[config.mk]
export PLATFORM = sky130hd
export DESIGN_NAME = spi_master
export DESIGN_NICKNAME = d
export VERILOG_FILES = /design/src/rtl/spi_pkg.sv /design/src/rtl/spi_clk_div.sv /design/src/rtl/spi_master.sv
export SDC_FILE = /design/constraint.sdc
export NUM_CORES = 1
export LEC_CHECK = 0
export ABC_CLOCK_PERIOD_IN_PS = 5200
export CORE_ASPECT_RATIO = 1.2
export CORE_UTILIZATION = 30
export CTS_CLUSTER_SIZE = 24
export DETAILED_ROUTE_END_ITERATION = 6
export PLACE_DENSITY_LB_ADDON = 0.08
export SLEW_MARGIN = 20
export SYNTH_ARGS = -nofsm -noshare
export SYNTH_HDL_FRONTEND = slang
export SYNTH_HIERARCHICAL = 1
export SYNTH_SLANG_ARGS = --single-unit
[constraint.sdc]
create_clock -name clk -period 5.2 [get_ports clk]
set_input_delay 1.04 -clock clk [delete_from_list [all_inputs] [get_ports clk]]
set_output_delay 1.04 -clock clk [all_outputs]
set_load 0.01 [all_outputs]
[src/rtl/spi_pkg.sv]
// ============================================================================
// Module      : spi_pkg
// Description : Shared widths, FSM state encoding and frame helper for the
//               SPI master.
// Revision    : 1.0 - initial release
// ============================================================================
`default_nettype none

package spi_pkg;

    localparam int CMD_W   = 8;
    localparam int ADDR_W  = 24;
    localparam int DATA_W  = 32;
    localparam int FRAME_W = CMD_W + ADDR_W + DATA_W;

    localparam logic [CMD_W-1:0] CMD_WRITE = 8'hB5;

    typedef enum logic [2:0] {
        IDLE  = 3'd0,
        SETUP = 3'd1,
        HIGH  = 3'd2,
        LOW   = 3'd3,
        HOLD  = 3'd4,
        GAP   = 3'd5
    } spi_state_t;

    function automatic logic [FRAME_W-1:0] pack_frame(
        input logic [CMD_W-1:0]  cmd,
        input logic [ADDR_W-1:0] address,
        input logic [DATA_W-1:0] data
    );
        return {cmd, address, data};
    endfunction

endpackage

`default_nettype wire

[src/rtl/spi_clk_div.sv]
// ============================================================================
// Module      : spi_clk_div
// Description : Phase counter; tick marks the last clk cycle of each
//               CLK_DIV-cycle phase, load restarts the phase.
// Revision    : 1.0 - initial release
// ============================================================================
`default_nettype none

module spi_clk_div #(
    parameter int CLK_DIV = 4
) (
    input  logic clk,
    input  logic rst,
    input  logic load,
    output logic tick
);

    localparam int CNT_W = $clog2(CLK_DIV + 1);
    localparam logic [CNT_W-1:0] LAST = CNT_W'(CLK_DIV - 1);

    logic [CNT_W-1:0] cnt_q;
    logic [CNT_W-1:0] cnt_d;

    assign tick = (cnt_q == LAST);

    always_comb begin
        cnt_d = cnt_q + CNT_W'(1);
        if (load || tick) begin
            cnt_d = '0;
        end
    end

    always_ff @(posedge clk) begin
        if (rst) begin
            cnt_q <= '0;
        end else begin
            cnt_q <= cnt_d;
        end
    end

endmodule

`default_nettype wire

[src/rtl/spi_master.sv]
// ============================================================================
// Module      : spi_master
// Description : Mode-0 SPI master shifting a 64-bit {cmd,address,data} frame
//               MSB first. Define SPI_MASTER_MISO_EN to add data-phase receive.
// Revision    : 1.0 - initial release
// ============================================================================
`default_nettype none

module spi_master
    import spi_pkg::*;
#(
    parameter int CLK_DIV = 4
) (
    input  logic              clk,
    input  logic              rst,
    input  logic              start,
    output logic              ready,
    output logic              done,
    input  logic [CMD_W-1:0]  cmd,
    input  logic [ADDR_W-1:0] address,
    input  logic [DATA_W-1:0] data,
    output logic              sck,
    output logic              cs,
    output logic              mosi
`ifdef SPI_MASTER_MISO_EN
    ,
    input  logic              miso,
    output logic [DATA_W-1:0] rx_data
`endif
);

    localparam logic [5:0] LAST_BIT = 6'(FRAME_W - 1);

    spi_state_t         state_q, state_d;
    logic [5:0]         bit_cnt_q, bit_cnt_d;
    logic [FRAME_W-1:0] sreg_q, sreg_d;
    logic               sck_q, sck_d;
    logic               cs_q, cs_d;
    logic               done_q, done_d;
    logic               load;
    logic               tick;

    spi_clk_div #(
        .CLK_DIV (CLK_DIV)
    ) u_clk_div (
        .clk  (clk),
        .rst  (rst),
        .load (load),
        .tick (tick)
    );

    always_comb begin
        state_d   = state_q;
        bit_cnt_d = bit_cnt_q;
        sreg_d    = sreg_q;
        load      = 1'b0;
        case (state_q)
            IDLE: begin
                load = 1'b1;
                if (start) begin
                    sreg_d    = pack_frame(cmd, address, data);
                    bit_cnt_d = '0;
                    state_d   = SETUP;
                end
            end
            SETUP: if (tick) state_d = HIGH;
            HIGH: begin
                if (tick) begin
                    if (bit_cnt_q == LAST_BIT) begin
                        state_d = HOLD;
                    end else begin
                        // mosi advances on the same edge that sck falls
                        bit_cnt_d = bit_cnt_q + 6'd1;
                        sreg_d    = {sreg_q[FRAME_W-2:0], 1'b0};
                        state_d   = LOW;
                    end
                end
            end
            LOW:  if (tick) state_d = HIGH;
            HOLD: if (tick) state_d = GAP;
            GAP:  if (tick) state_d = IDLE;
            default: state_d = IDLE;
        endcase
        sck_d  = (state_d == HIGH);
        cs_d   = (state_d == IDLE) || (state_d == GAP);
        done_d = (state_q == HOLD) && tick;
    end

    always_ff @(posedge clk) begin
        if (rst) begin
            state_q   <= IDLE;
            bit_cnt_q <= '0;
            sreg_q    <= '0;
            sck_q     <= 1'b0;
            cs_q      <= 1'b1;
            done_q    <= 1'b0;
        end else begin
            state_q   <= state_d;
            bit_cnt_q <= bit_cnt_d;
            sreg_q    <= sreg_d;
            sck_q     <= sck_d;
            cs_q      <= cs_d;
            done_q    <= done_d;
        end
    end

    assign ready = (state_q == IDLE);
    assign done  = done_q;
    assign sck   = sck_q;
    assign cs    = cs_q;
    assign mosi  = sreg_q[FRAME_W-1];

`ifdef SPI_MASTER_MISO_EN
    logic [DATA_W-1:0] rx_shift_q, rx_shift_d;
    logic [DATA_W-1:0] rx_data_q, rx_data_d;

    // Partial receive is only committed at done, so an aborted frame never lands.
    always_comb begin
        rx_shift_d = rx_shift_q;
        rx_data_d  = rx_data_q;
        if ((state_d == HIGH) && (state_q != HIGH) &&
            (bit_cnt_q >= 6'(FRAME_W - DATA_W))) begin
            rx_shift_d = {rx_shift_q[DATA_W-2:0], miso};
        end
        if (done_d) begin
            rx_data_d = rx_shift_q;
        end
    end

    always_ff @(posedge clk) begin
        if (rst) begin
            rx_shift_q <= '0;
            rx_data_q  <= '0;
        end else begin
            rx_shift_q <= rx_shift_d;
            rx_data_q  <= rx_data_d;
        end
    end

    assign rx_data = rx_data_q;
`endif

endmodule

`default_nettype wire

==> flow_summary.ini <==
[detailed_routing]
route.antenna.remaining_nets = 0
totalWireLength_um = 9890
avgViaCountPerCell = 5.21
dr.pass1.iters = 4
drc = 0
vias = 3222
first_iter_violations = 138
routedWlPerCell_um = 16.0

[hold_path]
holdPathStages = 1
hold_start = u_clk_div/cnt_q[0]
holdPathEnd = u_clk_div/cnt_q[0]
hp-class = flip-flop to flip-flop

[sta]
relSlewSlack_pct = 33.7
finalClockSkew_ns = 0.00936
drv_slew = 0
hold_violations = 0
finalCritPeriodShare_pct = 60.5
fmax_mhz = 318
fin_ws_ns = 2.05
worst_slew_pin_slew_ns = 0.981
setup-violations-final = 0
grt_setup_unrepaired = false
fin_tns_setup_ns = 0
fin_crit_ns = 3.15

[place]
dp_hpwl_um = 5560
dp.cells = 603
dpl_worst_slack_ns = 1.69
placed_area_um2 = 4850
gp_congestion = 0.754
port_buffers = 71

[setup_path]
critPathCaptureType = flip-flop
required_ns = 5.37
r2r-end = sreg_q[38]
worstSetupStartpointType = flip-flop
path_class = flip-flop to flip-flop
reg2reg_slack_ns = 2.05
worstReg2RegStart = u_clk_div/cnt_q[0]
critPathArrivalTime_ns = 3.32
crit_fanout = 67
rr_worst_depth = 7

[cts]
cts_resized = 0
clock-sinks = 79
insertion_delay_ns = 0.33
clockBufferDepth = 2
cts_made_buffers = 9
cts_tree = built
h-tree-depth = 3
hold_buffers = 0
cts_setup_buffers = 0
clockRootBuffer = clkbuf_16
clk_pin_slew_ns = 0.06

[pwr]
leakage_nw = 1.73
peakVddDrop_uv = 168
power_density_nw_per_um2 = 305

[final_layout]
seqCellArea_um2 = 1580
multi_input_area_um2 = 2200
fillers = 1349
final_cells = 619
nets = 516
area_growth_pct = 25.1
n_antenna_cell = 0
stdcell_area_um2 = 5190
final_util_pct = 38.9
drive_gt1_share_pct = 14.9

[yosys]
syn_nets = 475
syn_inst = 405
synthesis.area_um2 = 4150
ys_warn_count = 6
netlist-cell-type-count = 41
async_reset_ff_share_pct = 0
synth_compound_area_share_pct = 32.3
synth_edf_count = 0
synth_area_per_cell_um2 = 10.2
synthMuxAreaShare_pct = 9.16
synth_simple_gate_area_share_pct = 9.50
ys_ff_latch = 79
synth-seq-area-share_pct = 38.1
yosys.area_share.xor_xnor_pct = 0.633
synth_top_family_by_area = compound AO/OA/AOI/OAI gates
synthAdderAreaFrac_pct = 0.904
synthFlopType = dfxtp_1

[floorplan]
die_x_um = 109
start_util_pct = 31.1
die_h_um = 131
die_area_um2 = 14300
fp-row-count = 46
core-area_um2 = 13400
io_pins = 72

[global_route]
grt_usage_pct = 14.5
grt_pass1_vias = 3263
antenna_found_initial = 0
grt_max_degree = 76
grt_pass1_wl_um = 16300
gr-total-overflow = 0

[outcome]
outcome = complete, no violations

[job]
cap_violations = 0
==> power by group <==
part	internal, mW	switching [mW]	total [mW]
clock	0.473	0.246	0.720
combinational	0.104	0.0930	0.197
sequential	0.646	0.0231	0.669
total	1.22	0.362	1.59
==> routing by layer <==
metal	routed length [um]	track usage (%)	vias to the layer above
met2	4390	22.6	57
met5	0	0	-
met4	125	4.94	0
met1	4960	19.8	1537
met3	411	3.22	10
li1	-	-	1618
==> metrics by stage <==
step | hold slack, ns | total power [mW]
floorplan | 0.402 | 0.806
global placement | 0.419 | 0.880
detailed placement | 0.431 | 0.882
CTS | 0.438 | 1.61
global route | 0.463 | 1.66
finish | 0.432 | 1.59
==> registers in the layout, summed over array words and instances, names as in the netlist <==
register,flops
bit_cnt_q,6
cs,1
done,1
sck,1
sreg_q,64
state_q,3
u_clk_div/cnt_q,3
==> critical path: stages (launching register included) <==
cell and delay, ns:
dfxtp_1 0.31, ha_1 0.19, ha_1 0.31, and4bb_2 0.35
o21ai_4 0.06, buf_4 0.66, and2_4 0.86, a211oi_1 0.18
==> synth_stat cells, types with 2 or more instances <==
cell type / number / share of area, %
a211oi_1: 44 / 8.0
a211oi_2: 19 / 5.7
a21oi_1: 4 / 0.48
a221oi_1: 9 / 1.9
a221oi_2: 18 / 6.5
a31o_1: 35 / 7.4
a31o_2: 2 / 0.42
and3_1: 2 / 0.30
buf_1: 2 / 0.18
buf_2: 12 / 1.4
buf_4: 6 / 1.1
buf_6: 9 / 2.4
clkbuf_1: 17 / 1.5
dfxtp_1: 79 / 38
ha_1: 3 / 0.90
inv_1: 30 / 2.7
mux2i_1: 38 / 9.2
nand2_1: 8 / 0.72
nand2b_1: 2 / 0.30
nand3_1: 3 / 0.36
nor2_1: 5 / 0.45
nor2b_1: 30 / 4.5
nor3_1: 5 / 0.60
nor4_1: 2 / 0.30
o211ai_1: 4 / 0.72
xor2_1: 2 / 0.42
==> layout by cell type, fill, tap and decap left out, types with 2 or more instances in the layout <==
cell type / count
nor4_1: 2
a21oi_1: 4
nor3_1: 5
mux2i_1: 38
nor2b_1: 30
clkdlybuf4s50_1: 70
clkbuf_8: 4
dfxtp_1: 79
bufinv_16: 2
clkbuf_16: 9
nand2b_1: 2
a211oi_1: 44
and3_1: 2
inv_1: 30
a31o_2: 2
ha_1: 3
a221oi_2: 18
nand2_1: 7
o211ai_1: 4
nor2_1: 5
buf_4: 6
xor2_1: 2
a211oi_2: 19
nand3_1: 3
a221oi_1: 9
a31o_1: 35
==> final cells by class <==
| cell class | count | area share, % |
|---|---|---|
| well taps | 168 | 4.05 |
| clock inverters | 2 | 1.16 |
| repair buffers | 76 | 14.4 |
| multi-input cells | 250 | 42.4 |
| inverters | 30 | 2.17 |
| flip-flops and latches | 79 | 30.5 |
| clock buffers | 14 | 5.47 |
==> cell families after synthesis <==
group | Yosys count
compound gates | 141
xor+xnor | 3
fa+ha+maj | 3
buf+inv | 76
flops | 79
mux | 38
simple gates | 65
==> how the worst max path moves through the flow <==
stage,from,endpoint,slack [ns],depth (start not counted)
after floorplan,rst,state_q[0],3.04,6
after global placement,start,sreg_q[37],1.74,4
after detailed placement,start,sreg_q[38],1.69,4
after CTS,u_clk_div/cnt_q[0],sreg_q[38],2.02,7
after global routing,u_clk_div/cnt_q[0],sreg_q[38],1.83,7
final,u_clk_div/cnt_q[0],sreg_q[38],2.05,7
No activity file was read; power rests on OpenSTA's default activity.
